File: src/rtl/facto_pkg.sv
// ============================================================================
// Module      : facto_pkg
// Description : Shared definitions for the FactoCore bus master: register map,
//               address windows and the host sequencer state encoding.
// Revision    : 1.0 - initial release
// ============================================================================
`default_nettype none

package facto_pkg;

    // FactoCore register window; every other bus address decodes to RAM
    localparam logic [15:0] FACTO_BASE   = 16'h7000;
    localparam logic [15:0] FACTO_LAST   = 16'h70FF;
    localparam logic [15:0] RAM_BASE     = 16'h0000;
    localparam logic [15:0] RAM_LAST     = 16'hFFFF;

    localparam logic [7:0]  OFF_OPSTART  = 8'h00;
    localparam logic [7:0]  OFF_OPCLEAR  = 8'h08;
    localparam logic [7:0]  OFF_INTREN   = 8'h18;
    localparam logic [7:0]  OFF_OPERAND  = 8'h20;
    localparam logic [7:0]  OFF_RESULT_H = 8'h28;
    localparam logic [7:0]  OFF_RESULT_L = 8'h30;

    localparam int unsigned TO_W = 16;

    typedef enum logic [3:0] {
        S_IDLE     = 4'd0,
        S_REQ_A    = 4'd1,
        S_WR_OPND  = 4'd2,
        S_WR_IEN   = 4'd3,
        S_WR_START = 4'd4,
        S_WAIT_IRQ = 4'd5,
        S_REQ_B    = 4'd6,
        S_RD_H     = 4'd7,
        S_CAP_H    = 4'd8,
        S_RD_L     = 4'd9,
        S_CAP_L    = 4'd10,
        S_WR_MH    = 4'd11,
        S_WR_ML    = 4'd12,
        S_WR_CLR   = 4'd13,
        S_FIN      = 4'd14
    } state_e;

    function automatic logic [15:0] facto_reg(input logic [7:0] off);
        return FACTO_BASE + {8'h00, off};
    endfunction

endpackage

`default_nettype wire

File: src/rtl/facto_host_timeout.sv
// ============================================================================
// Module      : facto_host_timeout
// Description : Loadable down-counter; expired_o flags the last enabled cycle
//               of a loaded interval. A load value of zero never expires.
// Revision    : 1.0 - initial release
// ============================================================================
`default_nettype none

module facto_host_timeout #(
    parameter int unsigned WIDTH = 16
) (
    input  logic             clk_i,
    input  logic             reset_ni,
    input  logic             load_i,
    input  logic [WIDTH-1:0] value_i,
    input  logic             en_i,
    output logic             expired_o
);

    logic [WIDTH-1:0] count_q;
    logic [WIDTH-1:0] count_d;

    always_comb begin
        count_d = count_q;
        if (load_i) begin
            count_d = value_i;
        end else if (en_i && (count_q != '0)) begin
            count_d = count_q - 1'b1;
        end
    end

    always_ff @(posedge clk_i) begin
        if (!reset_ni) begin
            count_q <= '0;
        end else begin
            count_q <= count_d;
        end
    end

    assign expired_o = en_i && !load_i && (count_q == WIDTH'(1));

endmodule

`default_nettype wire

File: src/rtl/facto_host.sv
// ============================================================================
// Module      : facto_host
// Description : Bus-master sequencer that programs FactoCore for one factorial
//               job, waits for its interrupt, and stores the result to RAM.
// Revision    : 1.0 - initial release
// ============================================================================
`default_nettype none

module facto_host
    import facto_pkg::*;
#(
    parameter int unsigned TIMEOUT = 4096
) (
    input  logic        clk,
    input  logic        reset_n,
    input  logic        cmd_valid,
    output logic        cmd_ready,
    input  logic [63:0] cmd_n,
    input  logic [15:0] cmd_dst,
    output logic        m_req,
    input  logic        m_grant,
    output logic        m_wr,
    output logic [15:0] m_addr,
    output logic [63:0] m_dout,
    input  logic [63:0] m_din,
    input  logic        interrupt,
    output logic        done,
    output logic        error,
    output logic [63:0] res_hi,
    output logic [63:0] res_lo
);

    localparam logic [TO_W-1:0] TO_LOAD = TO_W'(TIMEOUT);

    state_e      state_q, state_d;
    logic [63:0] n_q, n_d;
    logic [15:0] dst_q, dst_d;
    logic        err_q, err_d;
    logic [63:0] res_hi_q, res_hi_d;
    logic [63:0] res_lo_q, res_lo_d;
    logic        cmd_ready_q, cmd_ready_d;
    logic        done_q, done_d;
    logic        req_q, req_d;
    logic        wr_q, wr_d;
    logic [15:0] addr_q, addr_d;
    logic [63:0] dout_q, dout_d;
    logic        to_load, to_en, to_expired;

    assign to_en = (state_q == S_WAIT_IRQ);

    facto_host_timeout #(
        .WIDTH (TO_W)
    ) u_timeout (
        .clk_i     (clk),
        .reset_ni  (reset_n),
        .load_i    (to_load),
        .value_i   (TO_LOAD),
        .en_i      (to_en),
        .expired_o (to_expired)
    );

    always_comb begin
        state_d  = state_q;
        n_d      = n_q;
        dst_d    = dst_q;
        err_d    = err_q;
        res_hi_d = res_hi_q;
        res_lo_d = res_lo_q;
        to_load  = 1'b0;
        unique case (state_q)
            S_IDLE: begin
                if (cmd_valid) begin
                    state_d = S_REQ_A;
                    n_d     = cmd_n;
                    dst_d   = cmd_dst;
                    err_d   = 1'b0;
                end
            end
            S_REQ_A:    if (m_grant) state_d = S_WR_OPND;
            S_WR_OPND:  if (m_grant) state_d = S_WR_IEN;
            S_WR_IEN:   if (m_grant) state_d = S_WR_START;
            S_WR_START: begin
                if (m_grant) begin
                    state_d = S_WAIT_IRQ;
                    to_load = 1'b1;
                end
            end
            S_WAIT_IRQ: begin
                if (interrupt) begin
                    state_d = S_REQ_B;
                end else if (to_expired) begin
                    state_d = S_REQ_B;
                    err_d   = 1'b1;
                end
            end
            // An aborted job only needs the core cleared
            S_REQ_B:    if (m_grant) state_d = err_q ? S_WR_CLR : S_RD_H;
            S_RD_H:     if (m_grant) state_d = S_CAP_H;
            S_CAP_H: begin
                res_hi_d = m_din;
                state_d  = S_RD_L;
            end
            S_RD_L:     if (m_grant) state_d = S_CAP_L;
            S_CAP_L: begin
                res_lo_d = m_din;
                state_d  = S_WR_MH;
            end
            S_WR_MH:    if (m_grant) state_d = S_WR_ML;
            S_WR_ML:    if (m_grant) state_d = S_WR_CLR;
            S_WR_CLR:   if (m_grant) state_d = S_FIN;
            S_FIN:      state_d = S_IDLE;
            default:    state_d = S_IDLE;
        endcase
    end

    // Bus outputs are registered from the next state so they are valid for
    // the whole cycle the FSM spends in a state, and hold through stalls.
    always_comb begin
        cmd_ready_d = (state_d == S_IDLE);
        done_d      = (state_d == S_FIN);
        req_d       = 1'b0;
        wr_d        = 1'b0;
        addr_d      = '0;
        dout_d      = '0;
        unique case (state_d)
            S_REQ_A, S_REQ_B: req_d = 1'b1;
            S_WR_OPND: begin
                req_d = 1'b1; wr_d = 1'b1; addr_d = facto_reg(OFF_OPERAND); dout_d = n_d;
            end
            S_WR_IEN: begin
                req_d = 1'b1; wr_d = 1'b1; addr_d = facto_reg(OFF_INTREN); dout_d = 64'd1;
            end
            S_WR_START: begin
                req_d = 1'b1; wr_d = 1'b1; addr_d = facto_reg(OFF_OPSTART); dout_d = 64'd1;
            end
            S_RD_H, S_CAP_H: begin
                req_d = 1'b1; addr_d = facto_reg(OFF_RESULT_H);
            end
            S_RD_L, S_CAP_L: begin
                req_d = 1'b1; addr_d = facto_reg(OFF_RESULT_L);
            end
            S_WR_MH: begin
                req_d = 1'b1; wr_d = 1'b1; addr_d = dst_d; dout_d = res_hi_d;
            end
            S_WR_ML: begin
                req_d = 1'b1; wr_d = 1'b1; addr_d = dst_d + 16'd8; dout_d = res_lo_d;
            end
            S_WR_CLR: begin
                req_d = 1'b1; wr_d = 1'b1; addr_d = facto_reg(OFF_OPCLEAR); dout_d = 64'd1;
            end
            default: ;
        endcase
    end

    always_ff @(posedge clk) begin
        if (!reset_n) begin
            state_q     <= S_IDLE;
            n_q         <= '0;
            dst_q       <= '0;
            err_q       <= 1'b0;
            res_hi_q    <= '0;
            res_lo_q    <= '0;
            cmd_ready_q <= 1'b1;
            done_q      <= 1'b0;
            req_q       <= 1'b0;
            wr_q        <= 1'b0;
            addr_q      <= '0;
            dout_q      <= '0;
        end else begin
            state_q     <= state_d;
            n_q         <= n_d;
            dst_q       <= dst_d;
            err_q       <= err_d;
            res_hi_q    <= res_hi_d;
            res_lo_q    <= res_lo_d;
            cmd_ready_q <= cmd_ready_d;
            done_q      <= done_d;
            req_q       <= req_d;
            wr_q        <= wr_d;
            addr_q      <= addr_d;
            dout_q      <= dout_d;
        end
    end

    assign cmd_ready = cmd_ready_q;
    assign done      = done_q;
    assign error     = err_q;
    assign res_hi    = res_hi_q;
    assign res_lo    = res_lo_q;
    assign m_req     = req_q;
    assign m_wr      = wr_q;
    assign m_addr    = addr_q;
    assign m_dout    = dout_q;

endmodule

`default_nettype wire

File: config.mk
export PLATFORM = sky130hd
export DESIGN_NAME = facto_host
export DESIGN_NICKNAME = d
export VERILOG_FILES = /design/src/rtl/facto_pkg.sv /design/src/rtl/facto_host_timeout.sv /design/src/rtl/facto_host.sv
export SDC_FILE = /design/constraint.sdc
export NUM_CORES = 1
export LEC_CHECK = 0
export ABC_AREA = 1
export CORE_ASPECT_RATIO = 1.4
export CORE_MARGIN = 3
export CORE_UTILIZATION = 40
export DETAILED_ROUTE_END_ITERATION = 10
export GPL_TIMING_DRIVEN = 0
export PLACE_DENSITY_LB_ADDON = 0.1
export SLEW_MARGIN = 20
export SYNTH_ARGS = -nofsm -noshare
export SYNTH_HDL_FRONTEND = slang
export SYNTH_SLANG_ARGS = --single-unit
File: constraint.sdc
create_clock -name clk -period 6.1 [get_ports clk]
set_input_delay 1.22 -clock clk [delete_from_list [all_inputs] [get_ports clk]]
set_output_delay 1.22 -clock clk [all_outputs]
set_load 0.1 [all_outputs]
==> impl_results.md, run 1 <==
* Power Dens Cells at 262 nW/um^2
* DRT Pass-1 Iters at 5
* Minimum clock period at 3.61 ns
* Max Cap Violations at 0
* FFs w/ async S/R, synth at 0%
* Worst hold slack at 0.475 ns
* Commonest non-fill, non-tap cells in the layout: clkdlybuf4s50_1, dfxtp_1, nand2_1
* Clk pin slew, worst setup/hold paths at 0.05 ns
* Area leader, netlist: dfxtp_1
* Crit share post-route at 59.2%
* Kind of start point of the critical path: input port
* First-pass GRT wire length at 68,400 um
* Crit path DAT at 4.02 ns
* Dpl cell area at 17,200 um^2
* Synthesized area at 13,100 um^2
* Slew HR at 26.6%
* Worst min-delay path category: reg -> reg
* Crit. End Element: flop
* Leak at 8.80 nW
* Final WL at 45,200 um
* Largest net degree at the start of global routing at 15
* Syn nets at 1,786
* Fin. Hold Viols at 0
* RSZ-0062 raised after global routing: no
* Post-cts sizing count at 0
* Routed vias/inst at 4.84
* Reg2reg setup slack at 3.28 ns
* Fmax at 277 MHz
* Setup-failing EPs final at 0
* CTS Buffer Depth at 3
* Synth-to-Final Area Change at 40.5%
* Syn. warnings at 0
* CTS Sinks at 313
* Full die area at 35,000 um^2
* Share of cells above drive strength 1 at 8.62%
* Worst Setup SP: m_grant
* Top FF cell, synth: dfxtp_1
* Setup CP Type: in -> reg
* WHS Endpoint: dst_q[4]$_SDFF_PN0_
* Top-level I/O count at 362
* Clock Latency Late Sink at 0.52 ns
* Hold Crit Depth at 2
* Dpl hpwl at 33,800 um
* Fin cells at 2,488
* Outcome: finished clean
* CTS buffer count at 34
* Worst-Margin Slew at 1.10 ns
* Inst Count DP at 2,428
* Max FO, Critical Path at 10
* WL/cell at 18.2 um
* Critical Path RT at 6.50 ns
* Final Cell Area at 18,400 um^2
* CTS Hold Bufs at 0
* Routability cong. at 0.937
* Root Buffer: clkbuf_16
* Reg-to-reg startpoint: state_q[0]$_SDFF_PN0_
* Number of remaining DRC errors at 0
* Aggregate global routing overflow at 0
* Vias at 12,000
* Std-Cell Rows at 77
* R2r worst-path depth at 13
* Setup_tns at 0 ns
* VDD IR max at 175 uV
* Final clock skew at 0.00910 ns
* Commonest non-fill, non-tap cell in the layout: clkdlybuf4s50_1
* DRT antenna net count at 0
* Initial antenna violation count at 1
* Height of the die at 220 um
* TritonCTS clock tree: done
* Fin nets at 2,183
* Core area at 31,900 um^2
* #FFs+latches synth at 313
* Hold wc startpoint: dst_q[4]$_SDFF_PN0_
* Number of distinct library cells after synthesis at 39
* Setup repair bufs after CTS at 0
* Top post-synthesis cells by area: dfxtp_1, mux2i_1, nand2_1
* Initial DRC count at 532
* Max Slew Vio Count at 0
* Die X at 159 um
* RR Endpoint: m_addr[15]$_SDFF_PN0_
* Mapped Cells at 1,633
* GRT Util Overall at 25.0%
* Post-synth top area share at 47.9%
* Register area share after synthesis at 47.9%
* PortBufs at 361
* Initial Util at 41.0%
* Synthesized area per cell at 8.01 um^2
* Htree depth at 2
* EDFF count, synth at 0
* Vias in the first global route at 12,000
cell families after synthesis:
logic type | synth area share (%)
flip-flops | 47.9
buffers and inverters | 7.52
AO/OA/AOI/OAI | 6.88
XOR/XNOR | 0.736
adder cells (fa/ha/maj) | 0.382
multiplexers | 11.2
AND/OR/NAND/NOR | 25.4
cell type report:
| type | count | area (um^2) |
|---|---|---|
| well taps | 434 | 543 |
| plain buffers | 82 | 357 |
| multi-input cells | 1071 | 5840 |
| repair buffers | 361 | 3610 |
| clock buffers | 51 | 1050 |
| flip-flops and latches | 313 | 6270 |
| inverters | 167 | 627 |
| clock inverters | 8 | 92.6 |
| diodes | 1 | 2.50 |
| fillers | 3055 | 13500 |
worst max-delay path by stage:
stage                             to  cells past startpoint  slack, ns
2_1_floorplan  m_addr[15]$_SDFF_PN0_                     12       3.41
3_3_place_gp        m_req$_SDFF_PN0_                     15       1.98
3_5_place_dp   m_dout[57]$_SDFF_PN0_                     14       1.96
4_1_cts        m_dout[57]$_SDFF_PN0_                     14       2.50
5_1_grt        m_dout[57]$_SDFF_PN0_                     14       2.36
6_report            m_req$_SDFF_PN0_                     15       2.49
cell usage after synthesis (all sizes together) (2+ instances only):
library cell  count
a21oi            23
and2             46
buf              33
clkbuf           49
clkinv            4
dfxtp           313
ha                4
inv             163
mux2i           146
nand2           313
nand3            33
nand3b            2
nand4             9
nor2            292
nor3             10
nor3b             2
o211ai           45
o21ai            62
or2              67
xor2             10
per-stage QoR:
step | total power (W) | utilization [%] | setup WS (ns)
after floorplan | 0.00252 | - | 3.41
after global placement | 0.00275 | 54.1 | 1.98
after detailed placement | 0.00276 | 54.1 | 1.96
after CTS | 0.00487 | 57.6 | 2.50
after global routing | 0.00500 | 57.6 | 2.36
final | 0.00482 | 57.7 | 2.49
metal layers:
metal	part of all wire (%)	routed length, um	track usage [%]	vias up
met2	51	22800	46.3	372
li1	-	-	-	5948
met1	40	18200	28.3	5632
met4	3.5	1580	9.05	2
met5	0.038	17	0	-
met3	5.6	2540	5.36	80
power breakdown:
| group | internal [W] | switching [W] | total [W] |
|---|---|---|---|
| Sequential | 0.00210 | 0.0000168 | 0.00212 |
| Combinational | 0.000213 | 0.000384 | 0.000597 |
| Clock | 0.00127 | 0.000833 | 0.00210 |
| Total | 0.00359 | 0.00123 | 0.00482 |
state kept, by name, indices dropped and copies added, names as in the netlist, 4 cells and up:
| name | cells |
|---|---|
| m_dout | 64 |
| n_q | 64 |
| res_hi | 64 |
| res_lo | 64 |
| dst_q | 16 |
| m_addr | 16 |
| u_timeout.count_q | 16 |
| state_q | 4 |
critical path, stage by stage:
cell             delay, ns
clkdlybuf4s50_1       0.64
inv_1                 0.19
nand2_1               0.14
nand3_1               0.08
nor2_1                0.20
nor2_1                0.09
nand3_2               0.17
inv_2                 0.10
nand3_1               0.12
buf_2                 0.37
nand2_1               0.17
nor2_1                0.27
nand2_1               0.10
nand2_1               0.10
nand2_1               0.06
No activity file was read; power rests on OpenSTA's default activity.
==> run 2: changes to the inputs <==
- clock period: 6.1 -> 3.6 ns (I/O delays scaled with it)
==> results of run 2 <==
Same layout as run 1 (identical final DEF). Status: finished clean.
Main changes from that run: setup slack after placement 1.96 ns -> -0.0385 ns; setup slack after layout 2.49 ns -> 0.486 ns; register-to-register setup slack 3.28 ns -> 0.78 ns; total power 0.00482 W -> 0.00817 W; worst IR drop on VDD 175 uV -> 296 uV
